### src/rtl/mem_port_arbiter_pkg.sv
// Shared constants for the main-memory port arbiter: status codes, data-request
// commands, store sizes and the grant FSM state encoding.
package mem_port_arbiter_pkg;

    localparam logic [1:0] MEM_RESTING      = 2'd0;
    localparam logic [1:0] MEM_INST_WORKING = 2'd1;
    localparam logic [1:0] MEM_DATA_WORKING = 2'd2;

    localparam logic [1:0] MEM_NOP   = 2'd0;
    localparam logic [1:0] MEM_READ  = 2'd1;
    localparam logic [1:0] MEM_WRITE = 2'd2;

    localparam logic [2:0] BYTE = 3'd0;
    localparam logic [2:0] HALF = 3'd1;
    localparam logic [2:0] WORD = 3'd2;

    typedef enum logic [1:0] {
        ST_IDLE  = 2'd0,
        ST_INST  = 2'd1,
        ST_DATA1 = 2'd2,
        ST_DATA2 = 2'd3
    } arb_state_e;

    function automatic logic [1:0] status_of(arb_state_e s);
        case (s)
            ST_IDLE: return MEM_RESTING;
            ST_INST: return MEM_INST_WORKING;
            default: return MEM_DATA_WORKING;
        endcase
    endfunction

endpackage

### src/rtl/mem_port_arbiter_store_align.sv
// Store alignment: turns a left-aligned BYTE/HALF/WORD store at a byte offset
// into one or two byte-enabled RAM beats.
module mem_store_align
    import mem_port_arbiter_pkg::*;
#(
    parameter int LEN = 32
) (
    input  logic [1:0]     offset,
    input  logic [2:0]     req_type,
    input  logic [LEN-1:0] wdata,
    output logic [3:0]     be1,
    output logic [3:0]     be2,
    output logic [LEN-1:0] data1,
    output logic [LEN-1:0] data2,
    output logic           needs_second_beat
);

    logic [3:0]       mask;
    logic [7:0]       be_wide;
    logic [2*LEN-1:0] data_wide;

    // Shifting a double-width window lets bytes pushed past offset 3 fall
    // naturally into the low half, which is exactly the second beat.
    always_comb begin
        case (req_type)
            BYTE:    mask = 4'b1000;
            HALF:    mask = 4'b1100;
            default: mask = 4'b1111;
        endcase
        be_wide   = {mask, 4'b0000} >> offset;
        data_wide = {wdata, {LEN{1'b0}}} >> {offset, 3'b000};
        be1       = be_wide[7:4];
        be2       = be_wide[3:0];
        data1     = data_wide[2*LEN-1:LEN];
        data2     = data_wide[LEN-1:0];
        needs_second_beat = |be_wide[3:0];
    end

endmodule

### src/rtl/mem_port_arbiter.sv
// Shared main-memory port arbiter for icache (read) and dcache (read/write).
// Optional MEM_ARB_ROUND_ROBIN_EN: tie-break toward the port not served last.
module mem_port_arbiter
    import mem_port_arbiter_pkg::*;
#(
    parameter int ADDR_WIDTH  = 17,
    parameter int LEN         = 32,
    parameter int RAM_LATENCY = 1
) (
    input  logic                  clk,
    input  logic                  rst,
    input  logic                  i_req_valid,
    input  logic [ADDR_WIDTH-1:0] i_req_addr,
    output logic [LEN-1:0]        i_rdata,
    output logic                  i_done,
    input  logic [1:0]            d_req_signal,
    input  logic [ADDR_WIDTH-1:0] d_req_addr,
    input  logic [2:0]            d_req_type,
    input  logic [LEN-1:0]        d_wdata,
    output logic [LEN-1:0]        d_rdata,
    output logic                  d_done,
    output logic [1:0]            mem_status,
    output logic                  ram_en,
    output logic                  ram_we,
    output logic [3:0]            ram_be,
    output logic [ADDR_WIDTH-3:0] ram_addr,
    output logic [LEN-1:0]        ram_wdata,
    input  logic [LEN-1:0]        ram_rdata
);

    localparam logic [2:0]            LAT      = 3'(RAM_LATENCY);
    localparam logic [ADDR_WIDTH-3:0] WORD_INC = {{(ADDR_WIDTH-3){1'b0}}, 1'b1};

    arb_state_e            state, state_next;
    logic [2:0]            cnt;
    logic                  split_q;
    logic [3:0]            be2_q;
    logic [LEN-1:0]        data2_q;
    logic [ADDR_WIDTH-3:0] addr2_q;
    logic                  i_elig, d_elig, gnt_i, gnt_d, d_is_write;
    logic [3:0]            al_be1, al_be2;
    logic [LEN-1:0]        al_data1, al_data2;
    logic                  al_need2;
    logic                  unused_i_offset;

    assign unused_i_offset = ^i_req_addr[1:0];
    assign d_is_write      = (d_req_signal == MEM_WRITE);

    mem_store_align #(.LEN(LEN)) u_align (
        .offset            (d_req_addr[1:0]),
        .req_type          (d_req_type),
        .wdata             (d_wdata),
        .be1               (al_be1),
        .be2               (al_be2),
        .data1             (al_data1),
        .data2             (al_data2),
        .needs_second_beat (al_need2)
    );

`ifdef MEM_ARB_ROUND_ROBIN_EN
    logic last_inst;

    always_ff @(posedge clk) begin
        if (rst)
            last_inst <= 1'b1;
        else if (state == ST_IDLE && (gnt_i || gnt_d))
            last_inst <= gnt_i;
    end
`endif

    // A port whose done pulse is high this cycle sits out one grant decision.
    always_comb begin
        i_elig = i_req_valid && !i_done;
        d_elig = (d_req_signal == MEM_READ || d_req_signal == MEM_WRITE) && !d_done;
`ifdef MEM_ARB_ROUND_ROBIN_EN
        gnt_d  = d_elig && (!i_elig || last_inst);
`else
        gnt_d  = d_elig;
`endif
        gnt_i  = i_elig && !gnt_d;
    end

    always_comb begin
        state_next = state;
        case (state)
            ST_IDLE:  if (gnt_d) state_next = ST_DATA1;
                      else if (gnt_i) state_next = ST_INST;
            ST_INST:  if (cnt == 3'd0) state_next = ST_IDLE;
            ST_DATA1: if (cnt == 3'd0) state_next = split_q ? ST_DATA2 : ST_IDLE;
            ST_DATA2: if (cnt == 3'd0) state_next = ST_IDLE;
            default:  state_next = ST_IDLE;
        endcase
    end

    always_ff @(posedge clk) begin
        if (rst) state <= ST_IDLE;
        else     state <= state_next;
    end

    always_ff @(posedge clk) begin
        if (rst) begin
            mem_status <= MEM_RESTING;
            cnt        <= 3'd0;
            ram_en     <= 1'b0;
            ram_we     <= 1'b0;
            ram_be     <= 4'b0000;
            ram_addr   <= '0;
            ram_wdata  <= '0;
            i_rdata    <= '0;
            d_rdata    <= '0;
            i_done     <= 1'b0;
            d_done     <= 1'b0;
            split_q    <= 1'b0;
            be2_q      <= 4'b0000;
            data2_q    <= '0;
            addr2_q    <= '0;
        end else begin
            mem_status <= status_of(state_next);
            ram_en     <= 1'b0;
            i_done     <= 1'b0;
            d_done     <= 1'b0;
            if (cnt != 3'd0) cnt <= cnt - 3'd1;
            case (state)
                ST_IDLE: begin
                    if (gnt_d) begin
                        ram_en    <= 1'b1;
                        ram_we    <= d_is_write;
                        ram_be    <= d_is_write ? al_be1 : 4'b1111;
                        ram_addr  <= d_req_addr[ADDR_WIDTH-1:2];
                        ram_wdata <= d_is_write ? al_data1 : '0;
                        split_q   <= d_is_write && al_need2;
                        be2_q     <= al_be2;
                        data2_q   <= al_data2;
                        addr2_q   <= d_req_addr[ADDR_WIDTH-1:2] + WORD_INC;
                        cnt       <= LAT;
                    end else if (gnt_i) begin
                        ram_en    <= 1'b1;
                        ram_we    <= 1'b0;
                        ram_be    <= 4'b1111;
                        ram_addr  <= i_req_addr[ADDR_WIDTH-1:2];
                        ram_wdata <= '0;
                        cnt       <= LAT;
                    end
                end
                ST_INST: if (cnt == 3'd0) begin
                    i_rdata <= ram_rdata;
                    i_done  <= 1'b1;
                end
                ST_DATA1: if (cnt == 3'd0) begin
                    if (split_q) begin
                        ram_en    <= 1'b1;
                        ram_we    <= 1'b1;
                        ram_be    <= be2_q;
                        ram_addr  <= addr2_q;
                        ram_wdata <= data2_q;
                        cnt       <= LAT;
                    end else begin
                        d_done <= 1'b1;
                        if (!ram_we) d_rdata <= ram_rdata;
                    end
                end
                ST_DATA2: if (cnt == 3'd0) d_done <= 1'b1;
                default: ;
            endcase
        end
    end

endmodule
### config.mk
export PLATFORM = sky130hd
export DESIGN_NAME = mem_port_arbiter
export DESIGN_NICKNAME = d
export VERILOG_FILES = /design/src/rtl/mem_port_arbiter_pkg.sv /design/src/rtl/mem_port_arbiter_store_align.sv /design/src/rtl/mem_port_arbiter.sv
export SDC_FILE = /design/constraint.sdc
export NUM_CORES = 1
export LEC_CHECK = 0
export BUFFER_PORTS_ARGS = -buffer_cell sky130_fd_sc_hd__buf_2
export CAP_MARGIN = 30
export CELL_PAD_IN_SITES_DETAIL_PLACEMENT = 1
export CELL_PAD_IN_SITES_GLOBAL_PLACEMENT = 1
export CORE_ASPECT_RATIO = 1.5
export CORE_MARGIN = 1.5
export CORE_UTILIZATION = 40
export CTS_CLUSTER_SIZE = 30
export DETAILED_ROUTE_END_ITERATION = 10
export PLACE_DENSITY = 0.91
export SYNTH_ARGS = -nofsm -noshare
export SYNTH_HDL_FRONTEND = slang
export SYNTH_SLANG_ARGS = --single-unit
### constraint.sdc
create_clock -name clk -period 5.6 [get_ports clk]
set_input_delay 0 -clock clk [delete_from_list [all_inputs] [get_ports clk]]
set_output_delay 0 -clock clk [all_outputs]
set_load 0.005 [all_outputs]
==> results.cfg <==
[run_status]
status = completed

[setup_path]
worstPathArrival_ns = 3.25
r2r_end = ram_be[2]
r2r_start = cnt[0]
reg2reg_slack_ns = 2.61
worstPathRequired_ns = 5.86
critPathKind = reg -> reg
end_kind = register
crit_fanout = 37
reg2regPathDepth = 6
start_kind = register
endpoint = ram_be[2]
cp-startpoint = cnt[0]

[die]
start_util = 0.410
die_h_um = 169
core.rowCount = 60
die_w_um = 114
coreArea_um2 = 18000
ioPinCount = 227
fp.dieArea_um2 = 19300

[pwr]
swShare = 0.326
p_per_area_nw_per_um2 = 363
p_total_mw = 3.55
p_seq_frac = 0.406
combinationalPowerShare = 0.243
p_int_mw = 2.39
switching_power_mw = 1.16
peakVddDrop_v = 0.000212
leakagePower_nw = 4.10
p_clk_frac = 0.351

[timing]
tns_ns = 0
min_period_ns = 2.99
finalMaxSlewViolations = 0
max_freq_ghz = 0.334
rsz0062_at_grt = false
setup_viol = 0
hold_ws_ns = 0.0263
relSlewSlack = 0.329
skew_ns = 0.0109
finalHoldViolCount = 0
tightest_slew_ns = 1.01
finalCritPeriodShare = 0.534

[synth]
synth-seq-cells = 169
synth_cell_types = 57
synth_area_leaders = dfxtp_1 46%, a21oi_1 9.5%, nand2_1 8.2%, mux2i_1 4.3%, nand3_1 2.8%
synthFlopType = dfxtp_1
syn_area_um2 = 7390
yosysSeqAreaShare = 0.458
yosysTopAreaCell = dfxtp_1
yosysMostFrequentCell = dfxtp_1
synth_edf_count = 0
yosys-top-cells-count = 169 x dfxtp_1, 162 x nand2_1, 140 x a21oi_1, 45 x nor2_1, 42 x clkbuf_1
postSynthAreaPerCell_um2 = 8.41
syn_inst = 879
netlist.area_leader.share = 0.458
synth_nets = 989
synth_warnings = 0
async_flop_share = 0

[placement]
dpl-instance-area_um2 = 8550
dp_hpwl_um = 17400
port_buffers = 224
globalplace.congestion = 0.869

[route]
wl_um = 28400
num_vias = 7849
wire_per_inst_um = 21.0
ant_nets = 0
drc = 0
routed_via_density = 5.81
drtIter0Drc = 483
drt-pass1-iter-count = 6

[clock_network]
clock_path_buffers = 2
cts_tree = done
clk_latency_ns = 0.43
clkSlewWorstSetupHoldPaths_ns = 0.07
post_cts.repair.setup_buffers = 0
cts_buffers = 17
root_buffer = clkbuf_16
h-tree-depth = 4
clock_sink_count = 169

[global_routing]
grt_pass1_vias = 8338
grt_max_degree = 86
grt_pass1_wl_um = 44300
antenna_found_initial = 2
grt_overflow_total = 0
grt_usage = 0.292

[finish]
drive_above_1_share = 0.256
stdcell_area_um2 = 9780
final_nets = 1227
utilization = 0.543
syn_to_final_growth_pct = 32.3

[min_path]
hp-class = in -> reg

[job]
max_cap_viol_count = 0
## critical path, cell delays in order, from the launching register on
cell      delay [ns]
dfxtp_1         0.30
inv_1           0.10
ha_1            0.20
nor2b_1         0.33
nand3_2         0.73
nand2_1         0.96
a311oi_1        0.20
## state kept, by name (all words and copies together), names as in the netlist
name and flops:
cnt 3, i_done 1, data2_q 24, split_q 1
ram_en 1, ram_wdata 32, ram_be 4, ram_we 1
mem_status 2, d_done 1, addr2_q 15, d_rdata 32
be2_q 3, i_rdata 32, state 2, ram_addr 15
## stage by stage
step / setup WS [ns] / std cells
global route: 2.39 / 1349
detailed placement: 2.66 / 1254
floorplan: 3.82 / 879
global placement: 2.76 / 1252
CTS: 2.62 / 1347
finish: 2.61 / 1350
## cell usage in the layout (no fill, tap or decap), types with 4 or more instances in the layout
master         Yosys  final
a211oi_1          13     13
a21oi_1          140    140
a221o_1           15     15
a22o_1            14     14
a22oi_1           16     16
a2bb2oi_1          4      4
buf_2             25    223
buf_4              2     12
clkbuf_16          0     17
dfxtp_1          169    169
dlygate4sd3_1      0     61
ha_1               4      4
inv_1              5      5
inv_6              0      7
mux2_2             8      8
mux2i_1           32     32
nand2_1          162    162
nand3_1           41     41
nand4_1            5      5
nor2_1            45     44
nor2b_1           14     13
nor3_1            14     14
nor4_1             6      5
o21ai_0           13     13
o21ai_1            5      5
o2bb2ai_1          8      8
o31ai_1           19     19
xnor2_1           10     10
xor2_1             4      4
## layer usage
| metal | up-vias | wire length (um) | share of wire | global-route usage |
|---|---|---|---|---|
| li1 | 3587 | - | - | - |
| met1 | 3811 | 10700 | 0.38 | 0.316 |
| met2 | 348 | 14700 | 0.52 | 0.527 |
| met3 | 103 | 1530 | 0.054 | 0.0579 |
| met4 | 0 | 1430 | 0.050 | 0.164 |
| met5 | - | 0 | 0 | 0 |
## cells by family after synthesis
group           synth area share
simple gates               0.188
compound gates             0.224
flops                      0.458
buf+inv                   0.0513
mux                       0.0555
xor+xnor                  0.0166
fa+ha+maj                0.00677
## what timing repair did
item	CTS	global route
setup endpoints to repair	0	0
hold buffers	61	0
resized for setup	0	0
hold endpoints to repair	99	0
## how the worst min path moves through the flow
stage	slack, ns	depth (start not counted)	startpoint	endpoint
6_report	0.03	4	d_wdata[19]	ram_wdata[19]
5_1_grt	0.04	3	d_wdata[28]	ram_wdata[28]
4_1_cts	0.009	4	d_wdata[19]	ram_wdata[19]
3_5_place_dp	0.26	3	ram_rdata[0]	d_rdata[0]
3_3_place_gp	0.25	3	ram_rdata[12]	d_rdata[12]
2_1_floorplan	0.1	1	d_req_addr[2]	addr2_q[0]
## cell type report
cell class              count  area [um2]
flip-flops and latches    169        3380
repair buffers            297        1830
clock inverters            15         185
fillers                  2149        8240
inverters                   6        22.5
clock buffers              17         425
well taps                 217         272
multi-input cells         626        3650
diodes                      3        7.51
## power by group through the flow
stage                     sequential, mW  clock [mW]  combinational (mW)
after floorplan                     1.45           0               0.492
after global placement              1.45           0               0.761
after detailed placement            1.46           0               0.797
after CTS                           1.43        1.25               0.840
after global routing                1.45        1.30               0.940
final                               1.44        1.25               0.863
(Power assumes the default switching activity.)
